<file path="src/rtl/vend_ctrl_multi.sv">
// Multi-product vending controller.
// Coins build a saturating balance; a selection vends one of NUM_ITEMS products at
// run-time prices; change or a cancelled balance is returned over a valid/ready handshake.
// Optional feature: define VEND_STATS_EN to add per-item sale counters (stat_sel/stat_cnt).
module vend_ctrl_multi #(
  parameter int unsigned NUM_ITEMS = 4,
  parameter int unsigned BAL_W     = 8,
  parameter int unsigned MAX_BAL   = 255,
  parameter int unsigned COIN1_VAL = 5,
  parameter int unsigned COIN2_VAL = 10,
  parameter int unsigned COIN3_VAL = 20,
  localparam int unsigned SEL_W    = (NUM_ITEMS > 1) ? $clog2(NUM_ITEMS) : 1
) (
  input  logic                       clk,
  input  logic                       rst,
  input  logic [1:0]                 coin,
  input  logic                       coin_valid,
  input  logic [SEL_W-1:0]           sel,
  input  logic                       sel_valid,
  input  logic                       cancel,
  input  logic [NUM_ITEMS*BAL_W-1:0] prices,
  output logic                       dispense,
  output logic [SEL_W-1:0]           item,
  output logic                       change_valid,
  input  logic                       change_ready,
  output logic [BAL_W-1:0]           change_amt,
  output logic                       coin_reject,
  output logic                       sel_err,
  output logic                       low_funds,
  output logic [BAL_W-1:0]           balance,
  output logic                       busy
`ifdef VEND_STATS_EN
  ,
  input  logic [SEL_W-1:0]           stat_sel,
  output logic [15:0]                stat_cnt
`endif
);

  typedef enum logic [1:0] {StIdle, StCredit, StVend, StChange} state_e;

  state_e state_q;

  logic [BAL_W-1:0] coin_val;
  logic [BAL_W:0]   coin_sum;
  logic             coin_ok;
  logic [BAL_W-1:0] sel_price;
  logic             sel_in_range;
  logic             accepting;
  logic             cancel_go;
  logic             vend_go;

  // Credit value of the presented coin code; code 00 carries no credit
  always_comb begin
    coin_val = '0;
    unique case (coin)
      2'b01:   coin_val = BAL_W'(COIN1_VAL);
      2'b10:   coin_val = BAL_W'(COIN2_VAL);
      2'b11:   coin_val = BAL_W'(COIN3_VAL);
      default: coin_val = '0;
    endcase
  end

  // One extra bit so an overflowing sum is caught instead of wrapping
  assign coin_sum = {1'b0, balance} + {1'b0, coin_val};
  assign coin_ok  = (coin_val != '0) && (coin_sum <= (BAL_W+1)'(MAX_BAL));

  // Price lookup for the requested item; only meaningful when sel is in range
  always_comb begin
    sel_price = '0;
    for (int i = 0; i < int'(NUM_ITEMS); i++) begin
      if (sel == SEL_W'(i)) sel_price = prices[i*BAL_W +: BAL_W];
    end
  end

  assign sel_in_range = 32'(sel) < NUM_ITEMS;

  // Strobe arbitration in IDLE/CREDIT: cancel (only with credit) > coin > select
  assign accepting = (state_q == StIdle) || (state_q == StCredit);
  assign cancel_go = (state_q == StCredit) && cancel;
  assign vend_go   = accepting && !cancel_go && !coin_valid && sel_valid && sel_in_range &&
                     (balance >= sel_price);

  assign busy = (state_q == StVend) || (state_q == StChange);

  // Controller FSM with registered outputs
  always_ff @(posedge clk or posedge rst) begin
    if (rst) begin
      state_q      <= StIdle;
      dispense     <= 1'b0;
      item         <= '0;
      change_valid <= 1'b0;
      change_amt   <= '0;
      coin_reject  <= 1'b0;
      sel_err      <= 1'b0;
      low_funds    <= 1'b0;
      balance      <= '0;
    end else begin
      dispense    <= 1'b0;
      coin_reject <= 1'b0;
      sel_err     <= 1'b0;
      low_funds   <= 1'b0;
      unique case (state_q)
        StIdle, StCredit: begin
          if (cancel_go) begin
            state_q      <= StChange;
            change_valid <= 1'b1;
            change_amt   <= balance;
            coin_reject  <= coin_valid;
          end else if (coin_valid) begin
            if (coin_ok) begin
              balance <= coin_sum[BAL_W-1:0];
              state_q <= StCredit;
            end else begin
              coin_reject <= 1'b1;
            end
          end else if (sel_valid) begin
            if (!sel_in_range) begin
              sel_err <= 1'b1;
            end else if (!vend_go) begin
              low_funds <= 1'b1;
            end else begin
              balance  <= balance - sel_price;
              state_q  <= StVend;
              dispense <= 1'b1;
              item     <= sel;
            end
          end
        end
        StVend: begin
          coin_reject <= coin_valid;
          if (balance != '0) begin
            state_q      <= StChange;
            change_valid <= 1'b1;
            change_amt   <= balance;
          end else begin
            state_q <= StIdle;
          end
        end
        StChange: begin
          coin_reject <= coin_valid;
          if (change_ready) begin
            state_q      <= StIdle;
            change_valid <= 1'b0;
            change_amt   <= '0;
            balance      <= '0;
          end
        end
        default: state_q <= StIdle;
      endcase
    end
  end

`ifdef VEND_STATS_EN
  logic [15:0] cnt_q [NUM_ITEMS];

  // Per-item sale counters, bumped with the vend decision and saturating
  always_ff @(posedge clk or posedge rst) begin
    if (rst) begin
      for (int i = 0; i < int'(NUM_ITEMS); i++) cnt_q[i] <= '0;
    end else begin
      for (int i = 0; i < int'(NUM_ITEMS); i++) begin
        if (vend_go && (sel == SEL_W'(i)) && (cnt_q[i] != 16'hFFFF)) cnt_q[i] <= cnt_q[i] + 16'd1;
      end
    end
  end

  // Counter readback; out-of-range indices read as zero
  always_comb begin
    stat_cnt = '0;
    for (int i = 0; i < int'(NUM_ITEMS); i++) begin
      if (stat_sel == SEL_W'(i)) stat_cnt = cnt_q[i];
    end
  end
`else
  // Statistics disabled: no counters or readback ports
`endif

endmodule

</file>
<file path="config.mk">
export PLATFORM = sky130hd
export DESIGN_NAME = vend_ctrl_multi
export DESIGN_NICKNAME = d
export VERILOG_FILES = /design/src/rtl/vend_ctrl_multi.sv
export SDC_FILE = /design/constraint.sdc
export NUM_CORES = 1
export LEC_CHECK = 0
export CORE_MARGIN = 8
export CORE_UTILIZATION = 35
export CTS_CLUSTER_DIAMETER = 40
export DETAILED_ROUTE_END_ITERATION = 8
export HOLD_SLACK_MARGIN = 0.03
export SLEW_MARGIN = 15
export SYNTH_ARGS = -nofsm -noshare
export SYNTH_HDL_FRONTEND = slang
export SYNTH_SLANG_ARGS = --single-unit
</file>
<file path="constraint.sdc">
create_clock -name clk -period 6.7 [get_ports clk]
set_input_delay 1.005 -clock clk [delete_from_list [all_inputs] [get_ports clk]]
set_output_delay 1.005 -clock clk [all_outputs]
set_load 0.1 [all_outputs]
</file>
# Word-level counts from Yosys, hierarchy flattened
# Index checks and enable logic that the tools add are counted.
dict set report totals {
  reg_bits 24
  inputBits 42
  elab_cells 95
}
dict set report classes {
  add_sub_neg 2
  order_cmp 2
  n_eq_ne 19
  muxes 41
  bitwise_logic 2
  n_reduce_logical 21
}
# cell count
set op_table {}
lappend op_table {{$mux 8} 12}
lappend op_table {{$pmux 8 s3} 1}
lappend op_table {{$mux 1} 16}
lappend op_table {{$pmux 8 s2} 1}
lappend op_table {{$reduce_bool 8->1} 2}
lappend op_table {{$pmux 5 s3} 1}
lappend op_table {{$mux 2} 7}
lappend op_table {{$eq 2x2->1 const B} 6}
lappend op_table {{$ne 4x4->1 const B} 3}
lappend op_table {{$add 8x8->9} 1}
lappend op_table {{$le 9x8->1 const B} 1}
lappend op_table {{$ne 3x3->1 const B} 3}
lappend op_table {{$ge 8x8->1} 1}
lappend op_table {{$sub 8x8->8} 1}
lappend op_table {{$eq 2x1->1 const B} 3}
lappend op_table {{$logic_and 1x1->1} 6}
lappend op_table {{$ne 2x2->1 const B} 3}
lappend op_table {{$pmux 2 s3} 1}
lappend op_table {{$reduce_and 6->1} 1}
lappend op_table {{$reduce_and 5->1} 1}
lappend op_table {{$logic_not 2->1} 2}
lappend op_table {{$reduce_and 4->1} 1}
lappend op_table {{$reduce_or 2->1} 2}
lappend op_table {{$pmux 1 s3} 1}
lappend op_table {{7 further kinds} 10}

# Longest topological paths before layout
# Gate-level depths: netlist of the first run.
dict set report depth {
  depth_word 12
  depth_mapped 11
}

# Least setup slack after synthesis of the first run
# OpenSTA, ideal clock, no wires.
dict set report synth_path {
  path_type {input to register}
  start {input port sel[0]}
  end {register item[0]}
  setup_ps 128
  t_arrival_ps 3665
  t_required_ps 6572
  slack_ps 2907
  cell_stages 10
  n_path_buf 1
  cell_sequence {clkbuf_1 -> mux4_2 -> ha_1 -> fa_1 -> nor2b_4 -> o31a_4 -> o311a_1 -> o21ai_2 -> a21oi_2 -> mux2_1}
}
dict set report synth_via {
  elab_chain_cells 8
}
# element line_no
set synth_lines {}
lappend synth_lines {{from (decl)} 18} ;# input logic [SEL_W-1:0] sel,
lappend synth_lines {{$logic_not 2->1} 71} ;# if (sel == SEL_W'(i)) sel_price = prices[i*BAL_W +: BAL_W];
lappend synth_lines {{$mux 8 (4 in series)} 71}
lappend synth_lines {{$ge 8x8->1} 81} ;# (balance >= sel_price);
lappend synth_lines {{$logic_and 1x1->1} 80} ;# assign vend_go = accepting && !cancel_go && !coin_valid && sel_valid && sel_in_range &&
lappend synth_lines {{$reduce_and 5->1 (no line)} --}
lappend synth_lines {{to (signal assigned)} 125} ;# item <= sel;
lappend synth_lines {{to (decl)} 23} ;# output logic [SEL_W-1:0] item,
# Several ways; a longest one is shown, not always the timed one.
# A chain may end at the register's enable or synchronous reset.

# Final worst setup path of the first run
dict set report layout_path {
  start {input port sel[0]}
  end {register balance[3]}
}
dict set report layout_via {
  elab_chain_cells 11
}
# element line_no
set layout_lines {}
lappend layout_lines {{$logic_not 2->1} 71}
lappend layout_lines {{$mux 8 (3 in series)} 71}
lappend layout_lines {{$mux 8 *} 71}
lappend layout_lines {{$sub 8x8->8} 122} ;# balance <= balance - sel_price;
lappend layout_lines {{$mux 8} 119} ;# end else if (!vend_go) begin
lappend layout_lines {{$mux 8} 116} ;# end else if (sel_valid) begin
lappend layout_lines {{$mux 8} 109} ;# end else if (coin_valid) begin
lappend layout_lines {{$mux 8} 104} ;# if (cancel_go) begin
lappend layout_lines {{$pmux 8 s2} 102} ;# unique case (state_q)
lappend layout_lines {{to (signal assigned)} 111} ;# balance <= coin_sum[BAL_W-1:0];
lappend layout_lines {{to (signal assigned)} 122}
lappend layout_lines {{to (decl)} 30} ;# output logic [BAL_W-1:0] balance,
# Every way passes the cells marked *; elsewhere a longest branch is shown, timed or not. The select of a mux whose other input is x is not followed.

==> results of run 1 <==
power breakdown:
| part | internal, mW | switching (mW) | total, mW |
|---|---|---|---|
| clock | 0.0402 | 0.0440 | 0.0842 |
| sequential | 0.203 | 0.0776 | 0.281 |
| combinational | 0.345 | 0.707 | 1.05 |
| total | 0.588 | 0.828 | 1.42 |
cell families (layout without fill, tap and decap cells):
group,after synthesis,after routing,synth area share [%]
other cells,1,1,0.182
buf+inv,22,80,4.63
compound gates,72,72,25.3
fa+ha+maj,15,15,9.86
xor+xnor,1,1,0.426
mux,17,17,14.0
flops,24,24,29.2
simple gates,65,65,16.4
flip-flops by register name, indices dropped and copies added (netlist names):
| name | count |
|---|---|
| balance | 8 |
| change_amt | 8 |
| item | 2 |
| state_q | 2 |
| change_valid | 1 |
| coin_reject | 1 |
| dispense | 1 |
| low_funds | 1 |
final timing paths:
| kind | from | to | cells after the start |
|---|---|---|---|
| max | sel[0] | balance[3] | 10 |
| min | change_valid | change_valid | 1 |
| max reg2reg | balance[0] | balance[3] | 7 |
| min reg2reg | change_valid | change_valid | 1 |
| max in group asynchronous | rst | balance[3] | 2 |
| min in group asynchronous | rst | coin_reject | 2 |
layer usage:
metal,GRT usage (%),share of wire (%),up-vias
li1,-,-,937
met4,3.62,1.3,0
met2,20.1,44,69
met1,15.9,46,881
met5,0,0,-
met3,4.29,8.8,8
cells in the mapped netlist, drive strengths merged (4+ instances only):
library cell,number
mux4,8
clkbuf,7
o211ai,4
a22o,9
nor2,13
nand2,19
dfrtp,24
a21oi,15
o21ai,16
and2,4
o21bai,4
mux2i,4
nor2b,6
nor3,5
ha,13
mux2,5
inv,12
a211oi,4
cell type report:
type                    count  area, um2
well taps                  75       93.8
fillers                   578       3030
repair buffers             65        648
clock buffers               3       41.3
multi-input cells         171       1360
inverters                  12       45.0
flip-flops and latches     24        601
metrics by stage:
| step | cell area (um2) | cells | hold WS, ns | total power [mW] | util, % |
|---|---|---|---|---|---|
| 2_1_floorplan | 2060 | 217 | 0.569 | 1.10 | - |
| 3_3_place_gp | 2750 | 347 | 0.460 | 1.33 | 47.2 |
| 3_5_place_dp | 2750 | 347 | 0.468 | 1.34 | 47.2 |
| 4_1_cts | 2790 | 350 | 0.488 | 1.42 | 48.0 |
| 5_1_grt | 2790 | 350 | 0.521 | 1.51 | 48.0 |
| 6_report | 2790 | 350 | 0.486 | 1.42 | 48.0 |
==> impl_metrics.yaml, run 1 <==
power:
  power_density_nw_per_um2: 508
  p_leak_nw: 1.17
  max-vdd-ir-drop_mv: 0.296
detailed_routing:
  finalWirelength_mm: 5.34
  wire_per_inst_um: 15.3
  drc: 0
  drt-vias-per-instance: 5.41
  num_vias: 1895
  drt_iter0_drc: 163
  first_pass_iters: 5
  antenna_left: 0
place:
  routabilityCongestion: 0.890
  preCtsSetupSlack_ns: 2.25
  port_buffers: 64
  dpl.hpwl_mm: 4.34
clock_tree:
  clkTransAtPathRegs_ns: 0.08
  cts_made_buffers: 3
  cts_tree: "done"
  cts_resized: 0
  cts_hold_buf: 0
  cts_max_level: 1
  clk_path_buf_depth: 2
  cts.sinks: 24
  clk_latency_ns: 0.27
  cts_setup_buffers: 0
  root_buffer: "clkbuf_8"
timing:
  tightest_slew_ns: 0.980
  worst_slack_ns: 2.58
  fin_crit_ns: 4.12
  fin_worst_skew_ns: 0.00738
  rsz0062_at_grt: "false"
  fin_tns_setup_ns: 0
  clock.fmax_mhz: 243
  setup_viol: 0
  period_share_pct: 61.5
  max_slew_margin_pct: 34.5
  hold_viol_final: 0
  drv_slew: 0
global_route:
  first_global_vias: 1971
  grt.total_usage_pct: 12.7
  grt_antenna_before_repair: 0
  grt_remaining_overflow: 0
  grt_max_degree: 32
  grt_pass1_wl_mm: 8.98
yosys:
  synth_area_leaders: "dfrtp_1, mux4_2, ha_1, a22o_1, a21oi_1"
  synth-edff-count: 0
  async_flop_share_pct: 100
  yosysWarnings: 0
  synth_flop_cell: "dfrtp_1"
  synth_fp_nets: 274
  syn_inst: 217
  synth-seq-area-share_pct: 29.2
  synth_top_area_share_pct: 29.2
  synth.distinct_cells: 55
  synth_area_leader_cell: "dfrtp_1"
  ys_ff_latch: 24
  syn_area_per_cell_um2: 9.47
  syn_area_um2: 2060
final_layout:
  n_antenna_cell: 0
  area_growth_pct: 35.7
  drive_above_1_share_pct: 8.73
  final_common_cell: "clkdlybuf4s50_1"
  fin_nets: 334
  layout_common_cells: "clkdlybuf4s50_1, dfrtp_1, nand2_1, a21oi_1"
critical_path:
  r2r_setup_slack_ns: 3.85
  arrival_ns: 4.27
  crit_family: "multiplexers"
  path_buf_inv: 1
  crit_slowest_cell: "clkdlybuf4s50_1"
  slowest_delay_ns: 0.81
  required_ns: 6.85
  cp-start-kind: "input port"
  crit_chain: "clkdlybuf4s50_1 -> mux4_2 -> ha_1 -> fa_1 -> nor2b_4 -> o31a_4 -> o311ai_4 -> nand2_2 -> and2_1 -> mux2_4"
  crit_type: "input port to flop"
  critPathMaxFanout: 9
  worstSetupEndpointType: "flop"
floorplan:
  dieArea_um2: 8580
  initial_core_util_pct: 35.3
  die_w_um: 92.6
  fp-row-count: 28
  die-height_um: 92.6
  core-area_um2: 5820
  io_pins: 66
outcome:
  status: "completed"
job:
  drv_cap: 0
worst_hold_path:
  hp-class: "flop to flop"
Note: power is estimated with default switching activity, not from simulation.
==> run 2, diff against run 1 <==
clock period = 4 ns   (was 6.7 ns; I/O delays follow)
==> run 2 against run 1 <==
Net effect: combinational power rose by 70%; global-route usage rose by 0.47 points; first-iteration DRC count fell by 39%; utilization rose by 0.90 points; register-to-register slack got worse by 2.6 ns; critical endpoint is now balance[2].
==> impl_metrics.yaml, run 2 (synthesized netlist as in run 1, its figures left out) <==
global_route:
  grt_pass1_wl_mm: 9.32
  first_global_vias: 1961
  grt_remaining_overflow: 0
  grt_max_degree: 25
  grt_antenna_before_repair: 0
  grt.total_usage_pct: 13.1
floorplan:
  core-area_um2: 5820
  io_pins: 66
  die-height_um: 92.6
  dieArea_um2: 8580
  fp-row-count: 28
  initial_core_util_pct: 35.3
  die_w_um: 92.6
timing:
  fin_crit_ns: 3.50
  period_share_pct: 87.4
  tightest_slew_ns: 0.973
  max_slew_margin_pct: 34.9
  drv_slew: 0
  clock.fmax_mhz: 286
  setup_viol: 0
  hold_viol_final: 0
  fin_worst_skew_ns: 0.00268
  fin_tns_setup_ns: 0
  rsz0062_at_grt: "false"
clock_tree:
  cts_resized: 0
  cts_tree: "done"
  cts_made_buffers: 3
  root_buffer: "clkbuf_8"
  cts.sinks: 24
  clk_path_buf_depth: 2
  cts_hold_buf: 0
  clk_latency_ns: 0.27
  clkTransAtPathRegs_ns: 0.09
  cts_setup_buffers: 0
  cts_max_level: 1
critical_path:
  crit_type: "input port to flop"
  worstSetupEndpointType: "flop"
  r2r_setup_slack_ns: 1.27
  critPathMaxFanout: 8
  required_ns: 4.16
  arrival_ns: 3.66
  cp-start-kind: "input port"
place:
  dpl.hpwl_mm: 4.56
  port_buffers: 64
  routabilityCongestion: 0.869
  place_inst: 350
final_layout:
  multi_input_area_um2: 1360
  regArea_um2: 601
  area_growth_pct: 38.2
  reg.largest.list: "balance x8, change_amt x8"
  fin_cells: 354
  drive_above_1_share_pct: 10.0
  final_common_cell: "clkdlybuf4s50_1"
  n_antenna_cell: 0
  final_util_pct: 48.9
  fillerInstances: 580
  layout_common_cells: "clkdlybuf4s50_1, dfrtp_1, nand2_1, a21oi_1"
  fin_nets: 337
detailed_routing:
  num_vias: 1917
  wire_per_inst_um: 15.5
  drc: 0
  drt_iter0_drc: 99
  first_pass_iters: 4
  drt-vias-per-instance: 5.42
  antenna_left: 0
  finalWirelength_mm: 5.50
power:
  max-vdd-ir-drop_mv: 0.519
  p_leak_nw: 1.19
  power_density_nw_per_um2: 869
outcome:
  status: "completed"
worst_hold_path:
  hp-class: "flop to flop"
job:
  drv_cap: 0
==> run 2: per-layer routing <==
layer | share of wire, % | routed length (um) | vias to the layer above | track usage [%]
met5 | 0 | 0 | - | 0
met4 | 0.89 | 49 | 0 | 3.62
met3 | 8.1 | 445 | 6 | 4.13
met2 | 45 | 2460 | 74 | 20.7
met1 | 46 | 2540 | 891 | 16.9
li1 | - | - | 946 | -
==> run 2: per-stage QoR <==
stage | total power, mW | hold slack (ns) | cell area (um2) | setup WS [ns]
after global placement | 2.25 | 0.461 | 2770 | 0.264
final | 2.47 | 0.480 | 2840 | 0.505
after detailed placement | 2.26 | 0.467 | 2770 | 0.196
after CTS | 2.48 | 0.488 | 2840 | 0.483
after floorplan | 1.84 | 0.569 | 2060 | 0.612
after global routing | 2.63 | 0.502 | 2840 | 0.224
==> run 2: path summary, 6_finish.rpt <==
check                      depth (start not counted)            to          from
setup / recovery                                  11    balance[2]        sel[0]
hold / removal                                     1  change_valid  change_valid
setup reg to reg                                   7    balance[2]    balance[0]
hold reg to reg                                    1  change_valid  change_valid
max in group asynchronous                          2    balance[5]           rst
min in group asynchronous                          2   coin_reject           rst
==> run 2: cell type report <==
type / instances / share of cell area [%]
multi-input cells: 171 / 47.9
well taps: 75 / 3.30
repair buffers: 68 / 23.6
inverters: 12 / 1.59
clock buffers: 3 / 1.45
flip-flops and latches: 24 / 21.1
clock inverters: 1 / 1.06
==> run 2: report_power, final <==
| part | internal [mW] | switching (mW) |
|---|---|---|
| logic | 0.587 | 1.19 |
| clock network | 0.134 | 0.0805 |
| registers | 0.341 | 0.133 |
==> run 2: critical path, stage by stage <==
cell	delay, ns
clkdlybuf4s50_1	0.61
buf_4	0.22
mux4_2	0.50
inv_1	0.07
ha_1	0.25
nor2_1	0.08
nor4bb_1	0.26
nor3_1	0.08
nor3_1	0.22
and2_1	0.42
mux2_4	0.34
==> run 3, diff against run 2 <==
SLEW_MARGIN = 20   (was 15)
==> results of run 3 <==
Same layout as run 2: the final DEF is identical, and so are final timing and power.
